<file path="src/rtl/vga_coord_fetch_if.sv">
// ----------------------------------------------------------------------------
// vga_coord_fetch_if
// Read-port bundle between the coordinate fetcher and the shared-memory
// arbiter/memory.
//   mem_req    fetcher -> memory   read request, held until granted
//   mem_grant  memory  -> fetcher  arbiter grant; accept on req && grant edge
//   mem_addr   fetcher -> memory   read address, valid while mem_req=1
//   mem_rdata  memory  -> fetcher  read data, valid RD_LAT edges after accept
// The master modport is the fetcher side, slave is the memory side.
// ----------------------------------------------------------------------------
interface vga_coord_fetch_if #(
   parameter int ADDR_W = 16,
   parameter int DATA_W = 16
) ();

   logic              mem_req;
   logic              mem_grant;
   logic [ADDR_W-1:0] mem_addr;
   logic [DATA_W-1:0] mem_rdata;

   modport master (
      output mem_req,
      output mem_addr,
      input  mem_grant,
      input  mem_rdata
   );

   modport slave (
      input  mem_req,
      input  mem_addr,
      output mem_grant,
      output mem_rdata
   );

endinterface

</file>
<file path="src/rtl/vga_coord_fetch.sv">
// ----------------------------------------------------------------------------
// vga_coord_fetch
// Fetches NUM_WORDS sprite coordinate words (monkey x/y, platform-1 x/y,
// platform-2 x/y) from shared memory once per frame_start and presents each
// one to the VGA bit generator for HOLD_CYC cycles, tagged with its index.
//   clk               system clock
//   reset             synchronous active-high reset
//   frame_start       one-cycle pulse that starts a burst
//   mem               memory read port (master side of vga_coord_fetch_if)
//   data_from_mem_vga coordinate word presented to the bit generator
//   vga_counter       word index while presenting, 3'b111 when idle/no-op
//   fetch_busy        high while a burst is in flight
//   fetch_done        one-cycle pulse after the last word's presentation
//   overrun           sticky flag: frame_start arrived while busy
// ----------------------------------------------------------------------------
module vga_coord_fetch #(
   parameter int                ADDR_W    = 16,
   parameter int                DATA_W    = 16,
   parameter int                NUM_WORDS = 6,
   parameter logic [ADDR_W-1:0] BASE_ADDR = ADDR_W'(16'h3F00),
   parameter int                RD_LAT    = 1,
   parameter int                HOLD_CYC  = 2
) (
   input  logic              clk,
   input  logic              reset,
   input  logic              frame_start,
   vga_coord_fetch_if.master mem,
   output logic [DATA_W-1:0] data_from_mem_vga,
   output logic [2:0]        vga_counter,
   output logic              fetch_busy,
   output logic              fetch_done,
   output logic              overrun
);

   // Counters hold "edges remaining minus one", so the widest value needed
   // is RD_LAT-1 / HOLD_CYC-1.
   localparam int LAT_W  = (RD_LAT   > 1) ? $clog2(RD_LAT)   : 1;
   localparam int HOLD_W = (HOLD_CYC > 1) ? $clog2(HOLD_CYC) : 1;

   localparam logic [LAT_W-1:0]  LAT_LOAD  = LAT_W'(RD_LAT - 1);
   localparam logic [HOLD_W-1:0] HOLD_LOAD = HOLD_W'(HOLD_CYC - 1);
   localparam logic [2:0]        LAST_IDX  = 3'(NUM_WORDS - 1);
   localparam logic [2:0]        NO_WORD   = 3'b111;

   typedef enum logic [1:0] {
      IDLE,
      REQ,
      WAIT,
      PRESENT
   } state_t;

   state_t            state_q;
   logic [2:0]        idx_q;
   logic [LAT_W-1:0]  latCnt_q;
   logic [HOLD_W-1:0] holdCnt_q;
   logic              memReq_q;
   logic [ADDR_W-1:0] memAddr_q;
   logic [DATA_W-1:0] data_q;
   logic [2:0]        vgaCnt_q;
   logic              busy_q;
   logic              done_q;
   logic              overrun_q;

   // Word i lives at BASE_ADDR+i; the sum deliberately wraps at 2^ADDR_W so
   // a table placed at the top of memory continues at address 0.
   function automatic logic [ADDR_W-1:0] wordAddr(input logic [2:0] idx);
      return BASE_ADDR + ADDR_W'(idx);
   endfunction

   // Single registered FSM. Every output comes straight from a flop so the
   // bit generator never sees combinational glitches. The address for the
   // next word is loaded on the same edge that enters REQ, so mem_addr is
   // already stable when mem_req rises. vga_counter only carries a real index
   // during PRESENT; everywhere else it reads 7 so the consumer treats the
   // data bus as a no-op, while data_q keeps the last captured word.
   always_ff @(posedge clk) begin
      if (reset) begin
         state_q   <= IDLE;
         idx_q     <= 3'd0;
         latCnt_q  <= '0;
         holdCnt_q <= '0;
         memReq_q  <= 1'b0;
         memAddr_q <= '0;
         data_q    <= '0;
         vgaCnt_q  <= NO_WORD;
         busy_q    <= 1'b0;
         done_q    <= 1'b0;
         overrun_q <= 1'b0;
      end else begin
         done_q <= 1'b0;
         if (frame_start && busy_q) begin
            overrun_q <= 1'b1;
         end
         unique case (state_q)
            IDLE: begin
               if (frame_start) begin
                  idx_q     <= 3'd0;
                  memReq_q  <= 1'b1;
                  memAddr_q <= wordAddr(3'd0);
                  busy_q    <= 1'b1;
                  state_q   <= REQ;
               end
            end
            REQ: begin
               if (mem.mem_grant) begin
                  memReq_q <= 1'b0;
                  latCnt_q <= LAT_LOAD;
                  state_q  <= WAIT;
               end
            end
            WAIT: begin
               if (latCnt_q == '0) begin
                  data_q    <= mem.mem_rdata;
                  vgaCnt_q  <= idx_q;
                  holdCnt_q <= HOLD_LOAD;
                  state_q   <= PRESENT;
               end else begin
                  latCnt_q <= latCnt_q - LAT_W'(1);
               end
            end
            PRESENT: begin
               if (holdCnt_q == '0) begin
                  vgaCnt_q <= NO_WORD;
                  if (idx_q == LAST_IDX) begin
                     busy_q  <= 1'b0;
                     done_q  <= 1'b1;
                     state_q <= IDLE;
                  end else begin
                     idx_q     <= idx_q + 3'd1;
                     memReq_q  <= 1'b1;
                     memAddr_q <= wordAddr(idx_q + 3'd1);
                     state_q   <= REQ;
                  end
               end else begin
                  holdCnt_q <= holdCnt_q - HOLD_W'(1);
               end
            end
            default: begin
               state_q <= IDLE;
            end
         endcase
      end
   end

   assign mem.mem_req        = memReq_q;
   assign mem.mem_addr       = memAddr_q;
   assign data_from_mem_vga  = data_q;
   assign vga_counter        = vgaCnt_q;
   assign fetch_busy         = busy_q;
   assign fetch_done         = done_q;
   assign overrun            = overrun_q;

endmodule

</file>
<file path="src/flat_wrapper.sv">
// flat-port wrapper written by rule: the top's interface ports become plain ports
module vga_coord_fetch_flat 
#(
   parameter int                ADDR_W    = 16,
   parameter int                DATA_W    = 16,
   parameter int                NUM_WORDS = 6,
   parameter logic [ADDR_W-1:0] BASE_ADDR = ADDR_W'(16'h3F00),
   parameter int                RD_LAT    = 1,
   parameter int                HOLD_CYC  = 2
)
  (clk, reset, frame_start, data_from_mem_vga, vga_counter, fetch_busy, fetch_done, overrun, mem_mem_req, mem_mem_addr, mem_mem_grant, mem_mem_rdata);
  vga_coord_fetch_if #(.ADDR_W(ADDR_W), .DATA_W(DATA_W)) mem_i ();
  input  logic clk;
  input  logic reset;
  input  logic frame_start;
  output logic [DATA_W-1:0] data_from_mem_vga;
  output logic [2:0] vga_counter;
  output logic fetch_busy;
  output logic fetch_done;
  output logic overrun;
  output wire logic [$bits(mem_i.mem_req)-1:0] mem_mem_req;
  output wire logic [$bits(mem_i.mem_addr)-1:0] mem_mem_addr;
  input wire logic [$bits(mem_i.mem_grant)-1:0] mem_mem_grant;
  input wire logic [$bits(mem_i.mem_rdata)-1:0] mem_mem_rdata;
  assign mem_mem_req = mem_i.mem_req;
  assign mem_mem_addr = mem_i.mem_addr;
  assign mem_i.mem_grant = mem_mem_grant;
  assign mem_i.mem_rdata = mem_mem_rdata;
  vga_coord_fetch #(.ADDR_W(ADDR_W), .DATA_W(DATA_W), .NUM_WORDS(NUM_WORDS), .BASE_ADDR(BASE_ADDR), .RD_LAT(RD_LAT), .HOLD_CYC(HOLD_CYC)) u_core (.clk(clk), .reset(reset), .frame_start(frame_start), .mem(mem_i), .data_from_mem_vga(data_from_mem_vga), .vga_counter(vga_counter), .fetch_busy(fetch_busy), .fetch_done(fetch_done), .overrun(overrun));
endmodule
</file>
<file path="config.mk">
export PLATFORM = sky130hd
export DESIGN_NAME = vga_coord_fetch_flat
export DESIGN_NICKNAME = d
export VERILOG_FILES = /design/src/rtl/vga_coord_fetch_if.sv /design/src/rtl/vga_coord_fetch.sv /design/src/flat_wrapper.sv
export SDC_FILE = /design/constraint.sdc
export NUM_CORES = 1
export LEC_CHECK = 0
export ABC_AREA = 1
export BUFFER_PORTS_ARGS = -buffer_cell sky130_fd_sc_hd__buf_2
export CORE_UTILIZATION = 42
export CTS_CLUSTER_SIZE = 10
export DETAILED_ROUTE_END_ITERATION = 8
export MAX_ROUTING_LAYER = met4
export PLACE_DENSITY = 0.84
export REMOVE_ABC_BUFFERS = 1
export SYNTH_ARGS = -nofsm -noshare
export SYNTH_HDL_FRONTEND = slang
export SYNTH_SLANG_ARGS = --single-unit
</file>
<file path="constraint.sdc">
create_clock -name clk -period 1.3 [get_ports clk]
set_input_delay 0.13 -clock clk [delete_from_list [all_inputs] [get_ports clk]]
set_output_delay 0.13 -clock clk [all_outputs]
set_load 0.005 [all_outputs]
</file>
==> flow_metrics.py, run 1 <==
metrics = {
    "run_status": {
        "status": "finished clean",
    },
    "critical_path": {
        "cp_cell_sequence": "ha_4 > nand2_1 > nand2_4 > inv_4 > nor2_4 > nand2_1 > nand2_1 > nor2_2",
        "cp-end-kind": "flip-flop",
        "crit_arrival_ps": 1510,
        "r2r-start": "u_core.state_q[0]",
        "reg2reg_depth": 8,
        "r2r_end": "u_core.idx_q[1]",
        "path_class": "flip-flop to flip-flop",
        "cp.required_ps": 1540,
        "critPathMostFrequentCell": "nand2_1",
        "worst_setup_path_start_kind": "flip-flop",
        "slowest_stage": "dfxtp_4",
        "reg2reg_slack_ps": 30,
        "path_max_fanout": 5,
        "slowest_delay_ps": 390,
    },
    "floorplanning": {
        "std_cell_rows": 20,
        "initial_utilization": 0.452,
        "coreArea_sq_um": 3100,
        "ios": 59,
        "die_w_um": 59.8,
        "die_h_um": 59.8,
        "dieArea_sq_um": 3570,
    },
    "cts": {
        "cts_inserted_buffers": 5,
        "path_clk_slew_ps": 100,
        "cts_buffer_depth": 2,
        "clock-sinks": 30,
        "root_buffer": "clkbuf_4",
        "cts_tree": "done",
        "clkLatencyLatePin_ps": 340,
        "cts_hold_buffers": 0,
        "htreeDepth": 2,
    },
    "timing": {
        "slew_viol_final": 0,
        "rsz0062_at_grt": "yes",
        "clock_skew_ps": 4.29,
        "period_share": 0.974,
        "hold_violations": 0,
        "period_minus_slack_ps": 1270,
        "fmax_ghz": 0.790,
        "setup_viol": 0,
        "setup_ws_ps": 34.4,
    },
    "synthesis": {
        "synth-seq-area-share": 0.428,
        "synth_top_area_share": 0.428,
        "yosysTopAreaCell": "dfxtp_1",
        "avgSynthCellArea_sq_um": 7.62,
        "synth_top_cells_by_area": "dfxtp_1 43%, nor2_1 11%, o21ai_0 7.5%",
        "ys_ff_latch": 30,
        "synth_warnings": 0,
        "synthesis.area_sq_um": 1400,
        "ys_types": 24,
        "synthCells": 184,
    },
    "detailed_routing": {
        "wl_per_cell_um": 10.8,
        "vias_per_cell": 4.56,
        "ant_nets": 0,
        "drt_pre_antenna_iters": 4,
        "vias": 1331,
        "route.detailed.drc": 0,
        "drt_iter0_drc": 75,
        "totalWireLength_um": 3140,
    },
    "power_and_ir_drop": {
        "ir_drop_v": 0.00100,
        "p_leak_uw": 0.00101,
        "power_density_nw_per_um2": 2110,
        "power_uw": 4100,
    },
    "global_route": {
        "grt_pass1_wl_um": 5020,
        "grt_usage": 0.196,
        "overflow": 0,
        "grt_max_degree": 17,
        "grt_pass1_vias": 1225,
        "antenna_found_initial": 0,
    },
    "place": {
        "dp_hpwl_um": 2240,
        "port_buffers": 51,
        "preCtsSetupSlack_ps": -49.2,
        "place_congestion": 0.803,
    },
    "min_path": {
        "min_to": "u_core.data_from_mem_vga[7]",
        "hp-class": "input pin to flip-flop",
        "min-delay-start": "mem_mem_rdata[7]",
        "hold_path_depth": 3,
    },
    "run": {
        "cap_violations": 0,
    },
    "cells_and_area": {
        "synthToLayoutAreaGrowth_pct": 38.5,
        "nFillCells": 284,
        "diodes": 0,
        "drive_gt1_frac": 0.427,
        "fin_nets": 274,
    },
}
[cell type report]
cell class | count | area [sq um] | area share
Timing Repair Buffer | 66 | 379 | 0.195
Inverter | 16 | 72.6 | 0.0373
Clock inverter | 2 | 12.5 | 0.00644
Tap cell | 44 | 55.1 | 0.0283
Clock buffer | 6 | 51.3 | 0.0264
Multi-Input combinational cell | 128 | 764 | 0.393
Sequential cell | 30 | 608 | 0.313
[state kept, by name, summed over array words and instances (netlist names)]
register,flops
u_core.data_from_mem_vga,16
u_core.vga_counter,3
u_core.idx_q,2
u_core.mem.mem_addr,2
u_core.state_q,2
u_core.fetch_busy,1
u_core.fetch_done,1
u_core.holdCnt_q,1
u_core.mem.mem_req,1
u_core.overrun,1
[power breakdown]
part / switching (uW) / internal (uW) / leakage (uW)
Combinational: 1120 / 941 / 0.000724
Clock: 342 / 259 / 0.0000343
Sequential: 194 / 1240 / 0.000248
Total: 1650 / 2440 / 0.00101
[cells in the mapped netlist, drive strengths merged]
| cell | number |
|---|---|
| nand2 | 28 |
| nor2 | 46 |
| nand3 | 9 |
| nand4 | 2 |
| buf | 13 |
| a21oi | 5 |
| or2 | 1 |
| o21ai | 22 |
| clkbuf | 3 |
| ha | 7 |
| dfxtp | 30 |
| conb | 1 |
| o21bai | 1 |
| inv | 16 |
[layer usage]
layer	up-vias	wire [um]	global-route usage
li1	685	-	-
met2	43	1520	0.329
met1	591	1370	0.212
met4	0	97	0.0731
met5	-	0	-
met3	12	157	0.0693
[cell usage in the layout, fill, tap and decap left out]
cell,n
buf_2,51
clkbuf_4,5
o21ai_4,1
nor2_1,42
or2_1,1
nand3_2,2
nand2_2,3
ha_2,1
a21oi_2,2
nor2_4,2
o21bai_1,1
nand4_1,2
nor2_2,2
o21ai_1,3
a21oi_1,3
clkinvlp_4,1
nand3_4,1
nand2_1,19
nand2_4,6
inv_1,10
buf_4,12
conb_1,7
dfxtp_4,2
inv_4,5
dfxtp_1,28
o21ai_0,18
ha_1,2
inv_2,1
clkbuf_8,1
clkinv_2,1
nand3_1,6
buf_6,3
ha_4,4
[kinds of logic after synthesis]
family / after synthesis / synth area share
simple gates: 86 / 0.274
buf+inv: 32 / 0.126
flops: 30 / 0.428
compound gates: 28 / 0.107
fa+ha+maj: 7 / 0.0624
other cells: 1 / 0.00267
[critical path: cells and delay by family (launching register included)]
family | cells | cell delay [ps]
buffers and inverters | 1 | 40
adder cells (fa/ha/maj) | 1 | 190
flip-flops | 1 | 390
AND/OR/NAND/NOR | 6 | 550
[worst max path at each step]
stage,startpoint,endpoint,slack [ps],cells after the start
floorplan,u_core.state_q[0],u_core.vga_counter[1],-260,8
detailed placement,u_core.state_q[1],u_core.state_q[0],-50,7
CTS,u_core.state_q[1],u_core.idx_q[1],5,10
global placement,u_core.state_q[1],u_core.vga_counter[1],8,6
finish,u_core.state_q[0],u_core.idx_q[1],30,8
global route,u_core.state_q[0],u_core.fetch_busy,-40,8
[metrics by stage]
step / instances / hold slack (ps) / cell area [sq um] / TNS [ps] / utilization
floorplan: 174 / 199 / 1310 / -1340 / -
global placement: 283 / 351 / 1720 / 0 / 0.556
detailed placement: 283 / 358 / 1720 / -185 / 0.556
CTS: 291 / 6.86 / 1810 / 0 / 0.584
global route: 292 / 10.3 / 1940 / -99.4 / 0.626
finish: 292 / 4.62 / 1940 / 0 / 0.626
[repair_timing]
action / CTS / global route
endpoints found under the setup margin: 9 / 12
buffers inserted: 0 / 1
pin swaps: 0 / 12
resized for setup: 11 / 29
Note: power is estimated with default switching activity, not from simulation.
==> run 2, diff against run 1 <==
SLEW_MARGIN = 25   (was default)
clock period = 1.1 ns   (was 1.3 ns; I/O delays follow)
==> flow_metrics.py, run 2 (same netlist as run 1, synthesis figures left out) <==
metrics = {
    "place": {
        "dp_hpwl_um": 2280,
        "preCtsSetupSlack_ps": -318,
        "port_buffers": 51,
        "dp_cells": 287,
        "place_congestion": 0.812,
    },
    "timing": {
        "fmax_ghz": 0.776,
        "period_share": 1.17,
        "slew_viol_final": 0,
        "setup_ws_ps": -189,
        "clock_skew_ps": 3.36,
        "setup_viol": 28,
        "period_minus_slack_ps": 1290,
        "rsz0062_at_grt": "yes",
        "hold_violations": 0,
        "tns_ps": -3640,
    },
    "critical_path": {
        "path_max_fanout": 16,
        "slowest_delay_ps": 400,
        "cp-end-kind": "flip-flop",
        "worst-path-stages": 7,
        "critPathLaunch": "u_core.state_q[1]",
        "cp_cell_sequence": "buf_6 > ha_4 > inv_4 > buf_4 > buf_12 > nor2_2 > nor2_1",
        "crit_arrival_ps": 1510,
        "worst_setup_path_start_kind": "flip-flop",
        "slowest_stage": "dfxtp_4",
        "r2r-start": "u_core.state_q[1]",
        "reg2reg_depth": 7,
        "worst-path-buf-inv": 4,
        "cp.required_ps": 1320,
        "cp_top_family": "buffers and inverters",
        "path_class": "flip-flop to flip-flop",
    },
    "floorplanning": {
        "die_h_um": 59.8,
        "std_cell_rows": 20,
        "initial_utilization": 0.452,
        "die_w_um": 59.8,
        "ios": 59,
        "coreArea_sq_um": 3100,
        "dieArea_sq_um": 3570,
    },
    "detailed_routing": {
        "vias": 1434,
        "totalWireLength_um": 3910,
        "ant_nets": 0,
        "vias_per_cell": 4.67,
        "route.detailed.drc": 0,
        "wl_per_cell_um": 12.7,
        "drt_iter0_drc": 18,
        "drt_pre_antenna_iters": 4,
    },
    "cts": {
        "htreeDepth": 2,
        "cts_inserted_buffers": 5,
        "clkLatencyLatePin_ps": 320,
        "clock-sinks": 30,
        "root_buffer": "clkbuf_4",
        "cts_buffer_depth": 2,
        "path_clk_slew_ps": 90,
        "cts_tree": "done",
    },
    "cells_and_area": {
        "synthToLayoutAreaGrowth_pct": 58.4,
        "most-common-layout-cells": "51 x buf_2, 27 x nor2_1, 27 x dfxtp_1, 17 x nor2_2",
        "drive_gt1_frac": 0.548,
        "fin_cells": 307,
        "nFillCells": 241,
        "final_common_cell": "buf_2",
        "largest_reg_flops": 16,
        "fin_nets": 289,
        "diodes": 0,
    },
    "power_and_ir_drop": {
        "ir_drop_v": 0.00128,
        "power_density_nw_per_um2": 2510,
        "power_uw": 5590,
        "p_leak_uw": 0.00110,
    },
    "global_route": {
        "grt_max_degree": 17,
        "antenna_found_initial": 0,
        "grt_usage": 0.232,
        "overflow": 0,
        "grt_pass1_wl_um": 5930,
        "grt_pass1_vias": 1319,
    },
    "run": {
        "cap_violations": 0,
    },
    "min_path": {
        "hp-class": "input pin to flip-flop",
        "hold_path_depth": 3,
        "min-delay-start": "mem_mem_rdata[11]",
    },
    "run_status": {
        "status": "finished with violations",
        "violations": "negative setup slack",
    },
}
[run 2: stage by stage]
stage / util / hold slack [ps] / area [sq um]
after floorplan: - / 179 / 1310
after global placement: 0.565 / 329 / 1750
after detailed placement: 0.565 / 338 / 1750
after CTS: 0.666 / 0.571 / 2070
after global routing: 0.716 / 5.58 / 2220
final: 0.716 / 18.7 / 2220
[run 2: worst register-to-register path, stage by stage (launching register included)]
cell and delay, ps:
dfxtp_4 400, buf_6 130, ha_4 150, inv_4 50
buf_4 140, buf_12 150, nor2_2 120, nor2_1 60
[run 2: path summary, 6_finish.rpt]
check / endpoint / slack (ps)
worst max-delay path: u_core.data_from_mem_vga[2] / -190
worst min-delay path: u_core.data_from_mem_vga[11] / 20
worst max register to register: u_core.data_from_mem_vga[2] / -190
worst min register to register: u_core.vga_counter[0] / 460
[run 2: where the power goes]
group | total, uW | switching [uW] | internal (uW)
Combinational | 2980 | 1570 | 1410
Clock | 860 | 378 | 482
Sequential | 1750 | 278 | 1470
Total | 5590 | 2220 | 3360
[run 2: area by class of cell]
type / instances / area [sq um] / share of cell area
clock buffer: 7 / 45.0 / 0.0203
multi-input combinational: 128 / 877 / 0.395
timing repair buffer: 81 / 536 / 0.241
clock inverter: 1 / 30.0 / 0.0135
inverter: 16 / 70.1 / 0.0315
tap: 44 / 55.1 / 0.0248
sequential: 30 / 609 / 0.274
[run 2: layer usage]
layer	global-route usage	vias up	part of all wire
li1	-	718	-
met1	0.257	665	0.40
met2	0.384	43	0.53
met3	0.0714	8	0.041
met4	0.0963	0	0.023
met5	-	-	0
[run 2: what timing repair did]
item,4_1_cts,5_1_grt
hold endpoints to repair,10,0
endpoints found under the setup margin,28,30
hold buffers,8,0
buffers inserted,3,2
cloned,0,0
resized for setup,43,54
pin swaps,14,14
==> run 3, diff against run 2 <==
ABC_AREA = default   (was 1)
PLACE_DENSITY = 0.85   (was 0.84)
==> flow_metrics.py, run 3 <==
metrics = {
    "cells_and_area": {
        "diodes": 0,
        "design_area_sq_um": 2130,
        "most-common-layout-cells": "51 x buf_2, 25 x dfxtp_1, 24 x nor2_1, 18 x mux2i_1, 13 x buf_4",
        "nFillCells": 226,
        "drive_gt1_frac": 0.525,
        "fin_nets": 245,
        "fin_cells": 263,
        "largest_reg_flops": 16,
        "final_common_cell": "buf_2",
        "synthToLayoutAreaGrowth_pct": 54.2,
    },
    "synthesis": {
        "synth-seq-area-share": 0.434,
        "ys_types": 32,
        "avgSynthCellArea_sq_um": 9.41,
        "synth_top_cells_by_area": "dfxtp_1 43%, mux2i_1 14%, buf_4 7.1%",
        "synth_common_cells": "30 x dfxtp_1, 25 x nor2_1, 19 x mux2i_1, 13 x buf_4, 8 x a21oi_1",
        "yosysTopAreaCell": "dfxtp_1",
        "yosysMostFrequentCell": "dfxtp_1",
        "synth-edff-count": 0,
        "ys_ff_latch": 30,
        "synth_top_area_share": 0.434,
        "async_flop_share": 0,
        "synthFlopType": "dfxtp_1",
        "synthCells": 147,
        "synthesis.area_sq_um": 1380,
        "synth_warnings": 0,
    },
    "critical_path": {
        "cp_cell_sequence": "inv_4 > ha_4 > mux2i_4 > a211o_1 > a21oi_2 > nor2_1",
        "worst_setup_path_start_kind": "flip-flop",
        "path_max_fanout": 4,
        "slowest_stage": "dfxtp_2",
        "worst-path-buf-inv": 1,
        "reg2reg_depth": 6,
        "r2r-start": "u_core.state_q[0]",
        "cp_top_family": "compound AO/OA/AOI/OAI gates",
        "cp.required_ps": 1350,
        "reg2reg_slack_ps": -320,
        "cp-end-kind": "flip-flop",
        "crit_arrival_ps": 1670,
        "slowest_delay_ps": 400,
        "path_class": "flip-flop to flip-flop",
        "r2r_end": "u_core.fetch_busy",
    },
    "power_and_ir_drop": {
        "ir_drop_v": 0.00136,
        "power_density_nw_per_um2": 2100,
        "p_leak_uw": 0.000993,
    },
    "timing": {
        "period_minus_slack_ps": 1420,
        "setup_ws_ps": -321,
        "rsz0062_at_grt": "yes",
        "slew_viol_final": 0,
        "hold_violations": 1,
        "worst_hold_slack_ps": -0.640,
        "fmax_ghz": 0.704,
        "period_share": 1.29,
        "setup_viol": 28,
        "clock_skew_ps": 15.1,
    },
    "min_path": {
        "min-delay-start": "mem_mem_rdata[6]",
        "hold_path_depth": 3,
        "min_to": "u_core.data_from_mem_vga[6]",
        "hp-class": "input pin to flip-flop",
    },
    "floorplanning": {
        "coreArea_sq_um": 3080,
        "die_h_um": 59.4,
        "ios": 59,
        "dieArea_sq_um": 3530,
        "die_w_um": 59.4,
        "initial_utilization": 0.449,
        "std_cell_rows": 20,
    },
    "detailed_routing": {
        "vias": 1305,
        "vias_per_cell": 4.96,
        "drt_iter0_drc": 21,
        "route.detailed.drc": 0,
        "wl_per_cell_um": 15.4,
        "totalWireLength_um": 4050,
        "ant_nets": 0,
        "drt_pre_antenna_iters": 4,
    },
    "global_route": {
        "grt_pass1_vias": 1317,
        "overflow": 0,
        "grt_max_degree": 31,
        "antenna_found_initial": 0,
        "grt_usage": 0.229,
        "grt_pass1_wl_um": 5750,
    },
    "place": {
        "preCtsSetupSlack_ps": -433,
        "port_buffers": 51,
        "place_congestion": 0.809,
        "dp_cells": 249,
        "placed_cell_area_sq_um": 1750,
        "dp_hpwl_um": 2230,
    },
    "cts": {
        "htreeDepth": 2,
        "path_clk_slew_ps": 110,
        "cts_inserted_buffers": 5,
        "clkLatencyLatePin_ps": 350,
        "clock-sinks": 30,
        "root_buffer": "clkbuf_4",
        "cts_tree": "done",
        "cts_buffer_depth": 2,
    },
    "run_status": {
        "status": "finished with violations",
        "violations": "negative hold slack, negative setup slack",
    },
    "run": {
        "cap_violations": 0,
    },
}
## run 3: cell types whose count changed after synthesis, sizes merged, moves of 2 or more
| cell | change |
|---|---|
| o22ai | +3 |
| mux2i | +19 |
| buf | +3 |
| nand2 | -24 |
| nand3 | -8 |
| inv | -12 |
| nand2b | +6 |
| nor2 | -21 |
| nor4b | +2 |
| a21oi | +3 |
| o21ai | -19 |
| a211oi | +2 |
## run 3: cells by family (layout without fill, tap and decap cells)
logic type               Yosys count  in the layout  share of synthesized area
multiplexers                      19             19                      0.138
AND/OR/NAND/NOR                   44             44                      0.156
adder cells (fa/ha/maj)            7              7                     0.0633
buffers and inverters             24             90                      0.109
AO/OA/AOI/OAI                     22             22                     0.0977
flip-flops                        30             30                      0.434
other                              1              7                    0.00271
## run 3: where the power goes
part           switching (uW)  leakage, uW  internal [uW]
Sequential                188     0.000247           1310
Clock                     429    0.0000343            307
Combinational            1050     0.000711           1190
Total                    1660     0.000993           2810
## run 3: layout make-up
type,count,area (sq um),area share
Multi-Input combinational cell,99,830,0.389
Timing Repair Buffer,78,552,0.259
Clock buffer,6,51.3,0.0241
Sequential cell,30,612,0.287
Inverter,4,20.0,0.00939
Tap cell,44,55.1,0.0258
Clock inverter,2,12.5,0.00587
## run 3: metrics by stage
stage | TNS (ps) | util | total power, uW
global placement | -6480 | 0.569 | 2840
CTS | -4920 | 0.662 | 4110
detailed placement | -7770 | 0.569 | 2900
floorplan | -11310 | - | 2250
finish | -5370 | 0.693 | 4470
global route | -6810 | 0.693 | 4660
## run 3: repair_timing
action	4_1_cts	5_1_grt
hold buffers	1	0
gates resized for setup	35	23
pin swaps	5	9
gates cloned	1	0
setup endpoints to repair	30	33
endpoints found under the hold margin	1	0
setup buffers	5	0
## run 3: how the worst max path moves through the flow
stage,start,endpoint,depth (start not counted)
2_1_floorplan,u_core.state_q[0],u_core.vga_counter[2],6
3_3_place_gp,u_core.state_q[0],u_core.state_q[0],6
3_5_place_dp,u_core.state_q[1],u_core.state_q[0],6
4_1_cts,u_core.state_q[1],u_core.state_q[0],7
5_1_grt,u_core.state_q[0],u_core.mem.mem_addr[2],6
6_report,u_core.state_q[0],u_core.fetch_busy,6
## run 3: routing by layer
layer,GRT usage,part of all wire,vias up
met4,0.0918,0.027,0
met1,0.245,0.39,620
met3,0.0764,0.047,13
met5,-,0,-
met2,0.388,0.53,51
li1,-,-,621
## run 3: worst register-to-register path, cell delays in order (launching register included)
cell	delay [ps]
dfxtp_2	400
inv_4	70
ha_4	190
mux2i_4	210
a211o_1	270
a21oi_2	140
nor2_1	50
